<file path="src/rtl/fabric_ccff_loader.sv">
// fabric_ccff_loader: takes host words and shifts them LSB-first into the fabric configuration chain (ccff_head).
// Latency: ccff_head/ccff_shift_en are registered, one cycle behind SHIFT; at least one bubble cycle between words.
// Backpressure: word_ready only in WAIT_WORD, chain frozen while host stalls; FABRIC_CCFF_READBACK_EN adds rd_valid/rd_data (never stalls).
module fabric_ccff_loader #(
    parameter int WORD_W    = 32,
    parameter int CHAIN_LEN = 4096,
    parameter int CNT_W     = 13
) (
    input  logic              prog_clk,
    input  logic              pReset,
    input  logic              start,
    input  logic              word_valid,
    input  logic [WORD_W-1:0] word_data,
    output logic              word_ready,
    output logic              ccff_head,
    output logic              ccff_shift_en,
    input  logic              ccff_tail,
    output logic              busy,
    output logic              done
`ifdef FABRIC_CCFF_READBACK_EN
    ,
    output logic              rd_valid,
    output logic [WORD_W-1:0] rd_data
`endif
);

    localparam int BIT_W = (WORD_W > 1) ? $clog2(WORD_W) : 1;

    typedef enum logic [1:0] {
        S_IDLE,
        S_WAIT_WORD,
        S_SHIFT,
        S_DONE
    } state_t;

    state_t             state_q, state_d;
    logic [WORD_W-1:0]  shreg_q, shreg_d;
    logic [BIT_W-1:0]   bit_cnt_q, bit_cnt_d;
    logic [CNT_W-1:0]   total_cnt_q, total_cnt_d;
    logic               word_ready_q, word_ready_d;
    logic               head_q, head_d;
    logic               shift_en_q, shift_en_d;
    logic               busy_q, busy_d;
    logic               done_q, done_d;

    always_comb begin
        state_d     = state_q;
        shreg_d     = shreg_q;
        bit_cnt_d   = bit_cnt_q;
        total_cnt_d = total_cnt_q;
        head_d      = head_q;

        case (state_q)
            S_IDLE: begin
                if (start) begin
                    state_d     = S_WAIT_WORD;
                    total_cnt_d = '0;
                end
            end
            S_WAIT_WORD: begin
                if (word_valid && word_ready_q) begin
                    shreg_d   = word_data;
                    bit_cnt_d = '0;
                    state_d   = S_SHIFT;
                end
            end
            S_SHIFT: begin
                head_d      = shreg_q[0];
                shreg_d     = shreg_q >> 1;
                bit_cnt_d   = bit_cnt_q + 1'b1;
                total_cnt_d = total_cnt_q + 1'b1;
                // Chain-full wins over word-empty so leftover bits of the last word are dropped.
                if (total_cnt_q == CNT_W'(CHAIN_LEN - 1)) begin
                    state_d = S_DONE;
                end else if (bit_cnt_q == BIT_W'(WORD_W - 1)) begin
                    state_d = S_WAIT_WORD;
                end
            end
            S_DONE: begin
                state_d = S_IDLE;
            end
            default: begin
                state_d = S_IDLE;
            end
        endcase

        word_ready_d = (state_d == S_WAIT_WORD);
        shift_en_d   = (state_q == S_SHIFT);
        busy_d       = (state_d != S_IDLE);
        done_d       = (state_d == S_DONE);
    end

    always_ff @(posedge prog_clk) begin
        if (pReset) begin
            state_q      <= S_IDLE;
            shreg_q      <= '0;
            bit_cnt_q    <= '0;
            total_cnt_q  <= '0;
            word_ready_q <= 1'b0;
            head_q       <= 1'b0;
            shift_en_q   <= 1'b0;
            busy_q       <= 1'b0;
            done_q       <= 1'b0;
        end else begin
            state_q      <= state_d;
            shreg_q      <= shreg_d;
            bit_cnt_q    <= bit_cnt_d;
            total_cnt_q  <= total_cnt_d;
            word_ready_q <= word_ready_d;
            head_q       <= head_d;
            shift_en_q   <= shift_en_d;
            busy_q       <= busy_d;
            done_q       <= done_d;
        end
    end

    assign word_ready    = word_ready_q;
    assign ccff_head     = head_q;
    assign ccff_shift_en = shift_en_q;
    assign busy          = busy_q;
    assign done          = done_q;

`ifdef FABRIC_CCFF_READBACK_EN
    logic [WORD_W-1:0] rd_word_q, rd_word_d;
    logic [WORD_W-1:0] rd_word_nxt;
    logic [BIT_W-1:0]  rd_cnt_q, rd_cnt_d;
    logic              rd_valid_q, rd_valid_d;
    logic [WORD_W-1:0] rd_data_q, rd_data_d;

    // The last chain edge of a load coincides with done_q, which flushes a partial word.
    always_comb begin
        rd_word_d   = rd_word_q;
        rd_cnt_d    = rd_cnt_q;
        rd_valid_d  = 1'b0;
        rd_data_d   = rd_data_q;
        rd_word_nxt = rd_word_q;
        if (shift_en_q) begin
            rd_word_nxt[rd_cnt_q] = ccff_tail;
            if ((rd_cnt_q == BIT_W'(WORD_W - 1)) || done_q) begin
                rd_valid_d = 1'b1;
                rd_data_d  = rd_word_nxt;
                rd_word_d  = '0;
                rd_cnt_d   = '0;
            end else begin
                rd_word_d = rd_word_nxt;
                rd_cnt_d  = rd_cnt_q + 1'b1;
            end
        end
    end

    always_ff @(posedge prog_clk) begin
        if (pReset) begin
            rd_word_q  <= '0;
            rd_cnt_q   <= '0;
            rd_valid_q <= 1'b0;
            rd_data_q  <= '0;
        end else begin
            rd_word_q  <= rd_word_d;
            rd_cnt_q   <= rd_cnt_d;
            rd_valid_q <= rd_valid_d;
            rd_data_q  <= rd_data_d;
        end
    end

    assign rd_valid = rd_valid_q;
    assign rd_data  = rd_data_q;
`else
    logic unused_tail;
    assign unused_tail = ccff_tail;
`endif

endmodule

</file>
<file path="config.mk">
export PLATFORM = sky130hd
export DESIGN_NAME = fabric_ccff_loader
export DESIGN_NICKNAME = d
export VERILOG_FILES = /design/src/rtl/fabric_ccff_loader.sv
export SDC_FILE = /design/constraint.sdc
export NUM_CORES = 1
export LEC_CHECK = 0
export BUFFER_PORTS_ARGS = -buffer_cell sky130_fd_sc_hd__clkbuf_2
export CAP_MARGIN = 20
export CORE_ASPECT_RATIO = 2
export CORE_MARGIN = 3
export CORE_UTILIZATION = 56
export DETAILED_ROUTE_END_ITERATION = 10
export HOLD_SLACK_MARGIN = 0.06
export PLACE_DENSITY_LB_ADDON = 0.08
export SYNTH_ARGS = -nofsm -noshare
export SYNTH_HDL_FRONTEND = slang
export SYNTH_SLANG_ARGS = --single-unit
</file>
<file path="constraint.sdc">
create_clock -name prog_clk -period 2.37 [get_ports prog_clk]
set_clock_uncertainty 0.15 [all_clocks]
set_input_delay 0.3555 -clock prog_clk [delete_from_list [all_inputs] [get_ports prog_clk]]
set_output_delay 0.3555 -clock prog_clk [all_outputs]
set_load 0.02 [all_outputs]
</file>
* After elaboration in Yosys (flattened, before gate mapping)
Index checks and enable logic that the tools add are counted.
Storage, ports and cells: register bits after elaboration 57
Operators by class: $add $sub $neg 2, equal/unequal tests 9, mux-type cells 11, reductions and logical operators 7
Operators by type and width (number):
- one-hot mux 32 bit (2 select lines) | 1
- 2-to-1 mux 32 bit | 1
- one-hot mux 13 bit (2 select lines) | 1
- adder 13 x 1 -> 13 bit (second input constant) | 1
- equality test 13 x 12 -> 1 bit (second input constant) | 1
- 2-to-1 mux 13 bit | 1
- one-hot mux 5 bit (2 select lines) | 1
- 2-to-1 mux 2 bit | 4
- one-hot mux 2 bit (4 select lines) | 1
- equality test 2 bit (second input constant) | 3
- nonzero test 2 bit | 3
- adder 5 x 1 -> 5 bit (second input constant) | 1
- equality test 5 bit (second input constant) | 1
- 2-to-1 mux 5 bit | 1
- equality test 2 x 1 -> 1 bit (second input constant) | 2
- != test 2 bit (second input constant) | 2
- AND reduction 2 bit | 2
- logical NOT 2 bit | 1
- logical AND 1 bit | 1

* Longest topological paths before layout
word-level depth 5, gate-level depth with buffers 6, depth with buffers taken out 5

* Worst setup path before layout
No wires, ideal clock.
kind flip-flop to flip-flop, start register total_cnt_q[0], end register word_ready_q, in the netlist word_ready, data arrival time 1.438 ns, required time 2.103 ns, slack 0.665 ns, stages on the path, launching flop included 7, path buffers 1, cells stage by stage dfxtp_1 > ha_1 > and4_1 > buf_2 > nand4_2 > or2_4 > a32o_1
On the way: word-level cells in the longest chain between the ends 4
Ends and longest elaborated chain:
- start: declaration | line 39 | logic [CNT_W-1:0] total_cnt_q, total_cnt_d;
- start signal: assignment | line 108 | total_cnt_q <= total_cnt_d;
- equality test 13 x 12 -> 1 bit | line 73 | if (total_cnt_q == CNT_W'(CHAIN_LEN - 1)) begin
- 2-to-1 mux 2 bit | line 73
- one-hot mux 2 bit (4 select lines) | line 53 | case (state_q)
- equality test 2 x 1 -> 1 bit | line 87 | word_ready_d = (state_d == S_WAIT_WORD);
- end signal: assignment | line 109 | word_ready_q <= word_ready_d;
- end: declaration | line 40 | logic word_ready_q, word_ready_d;
Every way passes these cells. A chain may end at the register's enable or synchronous reset.

* Final worst setup path
start register state_q[0], end register shreg_q[7]
On the way: word-level cells in the longest chain between the ends 3, elaborated cells between the ends (all ways) 6
Ends and longest elaborated chain:
- start: declaration | line 36 | state_t state_q, state_d;
- start signal: assignment | line 105 | state_q <= state_d;
- equality test 2 x 1 -> 1 bit / equality test 2 bit (equally long branches) | line 53
- != test 2 bit (no line) / nonzero test 2 bit (equally long branches)
- AND reduction 2 bit (no line)
- end signal: assignment | line 106 | shreg_q <= shreg_d;
- end: declaration | line 37 | logic [WORD_W-1:0] shreg_q, shreg_d;
Parallel ways exist; a longest one is shown, timed or not.

==> results.tsv <==
metric	value	unit
post-synth cell types	40	
final-report max-slew violation count	0	
clock tree buffer depth	2	
kind of critical path	flip-flop to flip-flop	
GR Overflow Total	0	
max-slew headroom at the worst pin	64.43	%
buffers plus inverters on the worst setup path	1	
clock-pin transition on the worst setup and hold timing paths	0.06	ns
initial antenna violation count	0	
Primary FF master, synth	dfxtp_1	
number of input and output port buffers inserted	40	
Worst setup EP type	flip-flop	
Min Hold Slack	0.1107	ns
Static Leak	0.001452	uW
Synth Instances	283	
number of hold-slack violations in the final timing report	0	
number of DRC violations after detailed-routing iteration 0	23	
clock tree from TritonCTS	yes	
vias in the first global route	1980	
achievable clock frequency	0.5113	GHz
average detailed-routed wire length per instance	13.67	um
Vias/cell	5.747	
Peak VDD IR	0.4861	mV
cell type of the slowest stage on the worst timing path	dfxtp_1	
area growth from synthesis to final layout	16.11	%
number of fill cells in the layout	394	
hold buffer count at cts	0	
clock tree root driver cell	clkbuf_8	
routed via count	2155	
worst min-delay path category	input port to flip-flop	
sequential cell area fraction in the yosys report	43.87	%
die width	54.19	um
total iterations of the first detailed-routing run	4	
clock latency at the later pin of the worst-skew pair	0.33	ns
average footprint of a synthesized cell	9.192	sq um
critical path cell sequence	nand2b_2 -> buf_4 -> nor2_1 -> a211oi_1	
FF-to-FF setup slack	0.41	ns
arrival time at the worst endpoint	2.04	ns
net total in the final layout	356	
Synth Net Count	323	
RSZ-0062 raised after global routing	no	
number of remaining DRC errors	0	
full die area	5548	sq um
# diodes	0	
final-report setup violation count	0	
Final Routed Wirelength	5128	um
effective utilization at floorplan	58.80	%
core area	4424	sq um
power density over the cells	681.6	nW/um^2
critical path data required time	2.45	ns
max_cap viols	0	
Ys Warns	0	
maximum fanout along the worst path	27	
post-CTS sizing	0	
share of layout cells above drive strength 1	22.43	%
Post CTS Setup Buffer Count	0	
non-filler instance count after layout	375	
area of the mapped netlist	2601	sq um
Final ANT Viol Nets	0	
pin slew with the least headroom to its limit	0.5316	ns
Tot GR Track Use	20.86	%
startpoint type of the worst setup path	flip-flop	
number of clock buffers inserted by TritonCTS	9	
FF+latch count, synth	57	
number of enable flip-flop cells after synthesis	0	
first-pass GRT wire length	8493	um
utilization after layout	68.27	%
Final period util	82.52	%
result of the run	completed	
final period demand of the worst path	1.956	ns
total instance count after detailed placement	359	
std cell rows	34	
global placement routability congestion	0.7951	
maximum single-stage delay on the critical path	0.51	ns
Post-synth ARST share	0	%
floorplan die height	102.4	um
count of pins on the block boundary	42	
total number of clock tree sinks	57	
CTS H-tree lvls	3	
family with the most delay on the worst path	simple AND/OR/NAND/NOR gates	
largest net degree at the start of global routing	37	
final-layout setup total negative slack	0	ns
total half-perimeter wirelength after legalization and detailed placement	3468	um
cell families after synthesis:
| family | count (synthesis) | synth area share, % |
|---|---|---|
| adder cells (fa/ha/maj) | 3 | 1.443 |
| multiplexers | 34 | 13.23 |
| AO/OA/AOI/OAI | 66 | 17.65 |
| AND/OR/NAND/NOR | 98 | 18.71 |
| flip-flops | 57 | 43.87 |
| buffers and inverters | 25 | 5.098 |
final timing paths:
path	from	end	cells after the start
min	pReset	state_q[1]	2
max	state_q[0]	shreg_q[7]	4
min reg2reg	shreg_q[0]	ccff_head	2
max reg2reg	state_q[0]	shreg_q[7]	4
synth_stat cells (2+ instances only):
cell type	count	area share [%]
nand4_1	2	0.48
buf_2	4	0.77
nand4b_1	2	0.67
nand3b_1	3	0.87
and4_1	2	0.67
mux2_2	3	1.3
nand2_1	11	1.6
and2_1	2	0.48
mux2i_1	31	12
and3_1	2	0.48
a21oi_1	19	3.7
nor2_1	49	7.1
nand3_1	10	1.9
buf_1	5	0.72
or3_1	2	0.48
buf_6	3	1.3
dfxtp_1	57	44
clkbuf_1	9	1.3
o211ai_1	2	0.58
a211oi_1	33	9.5
ha_1	3	1.4
nand2b_1	4	0.96
o21ai_0	4	0.77
nor3b_1	2	0.58
buf_4	3	0.87
a21o_1	2	0.58
sequential cells by signal, indices dropped and copies added (netlist names):
name,cells
done,1
ccff_shift_en,1
shreg_q,32
ccff_head,1
state_q,2
total_cnt_q,13
word_ready,1
busy,1
bit_cnt_q,5
metal layers:
layer / up-vias / GRT usage [%] / wire, um
met5: - / 0 / 0
met4: 0 / 10.56 / 104
met3: 11 / 5.255 / 171
met2: 34 / 35.18 / 2692
met1: 1016 / 23.22 / 2160
li1: 1094 / - / -
final cells by class:
class	instances	area, sq um	area share (%)
clock buffers	14	172.7	5.717
flip-flops and latches	57	1141	37.78
repair buffers	46	270.3	8.948
well taps	54	67.56	2.237
multi-input cells	201	1330	44.03
clock inverters	2	35.03	1.160
inverters	1	3.754	0.1243
per-stage QoR:
step / power (uW) / setup slack, ns / instance area [sq um]
final: 2059 / 0.4144 / 3020
after global routing: 2132 / 0.2647 / 3020
after CTS: 2086 / 0.4046 / 3020
after detailed placement: 1147 / 0.4284 / 2813
after global placement: 1144 / 0.4740 / 2813
after floorplan: 1095 / 0.6646 / 2601
where the power goes:
part           internal (uW)  switching [uW]
Sequential               980            15.4
Combinational           59.7            69.1
Clock                    571             363
placed cells by master, fill, tap and decap left out, drive strengths merged, types with 3 or more instances in the layout:
master and count:
ha 3, nand2 11, o21ai 4, nor2 49, nand2b 4, mux2i 31
clkbuf 54, buf 6, mux2 3, nand3 10, a211oi 33, nand4 3
nand3b 3, a21oi 19, dfxtp 57
No activity file was read; power rests on OpenSTA's default activity.
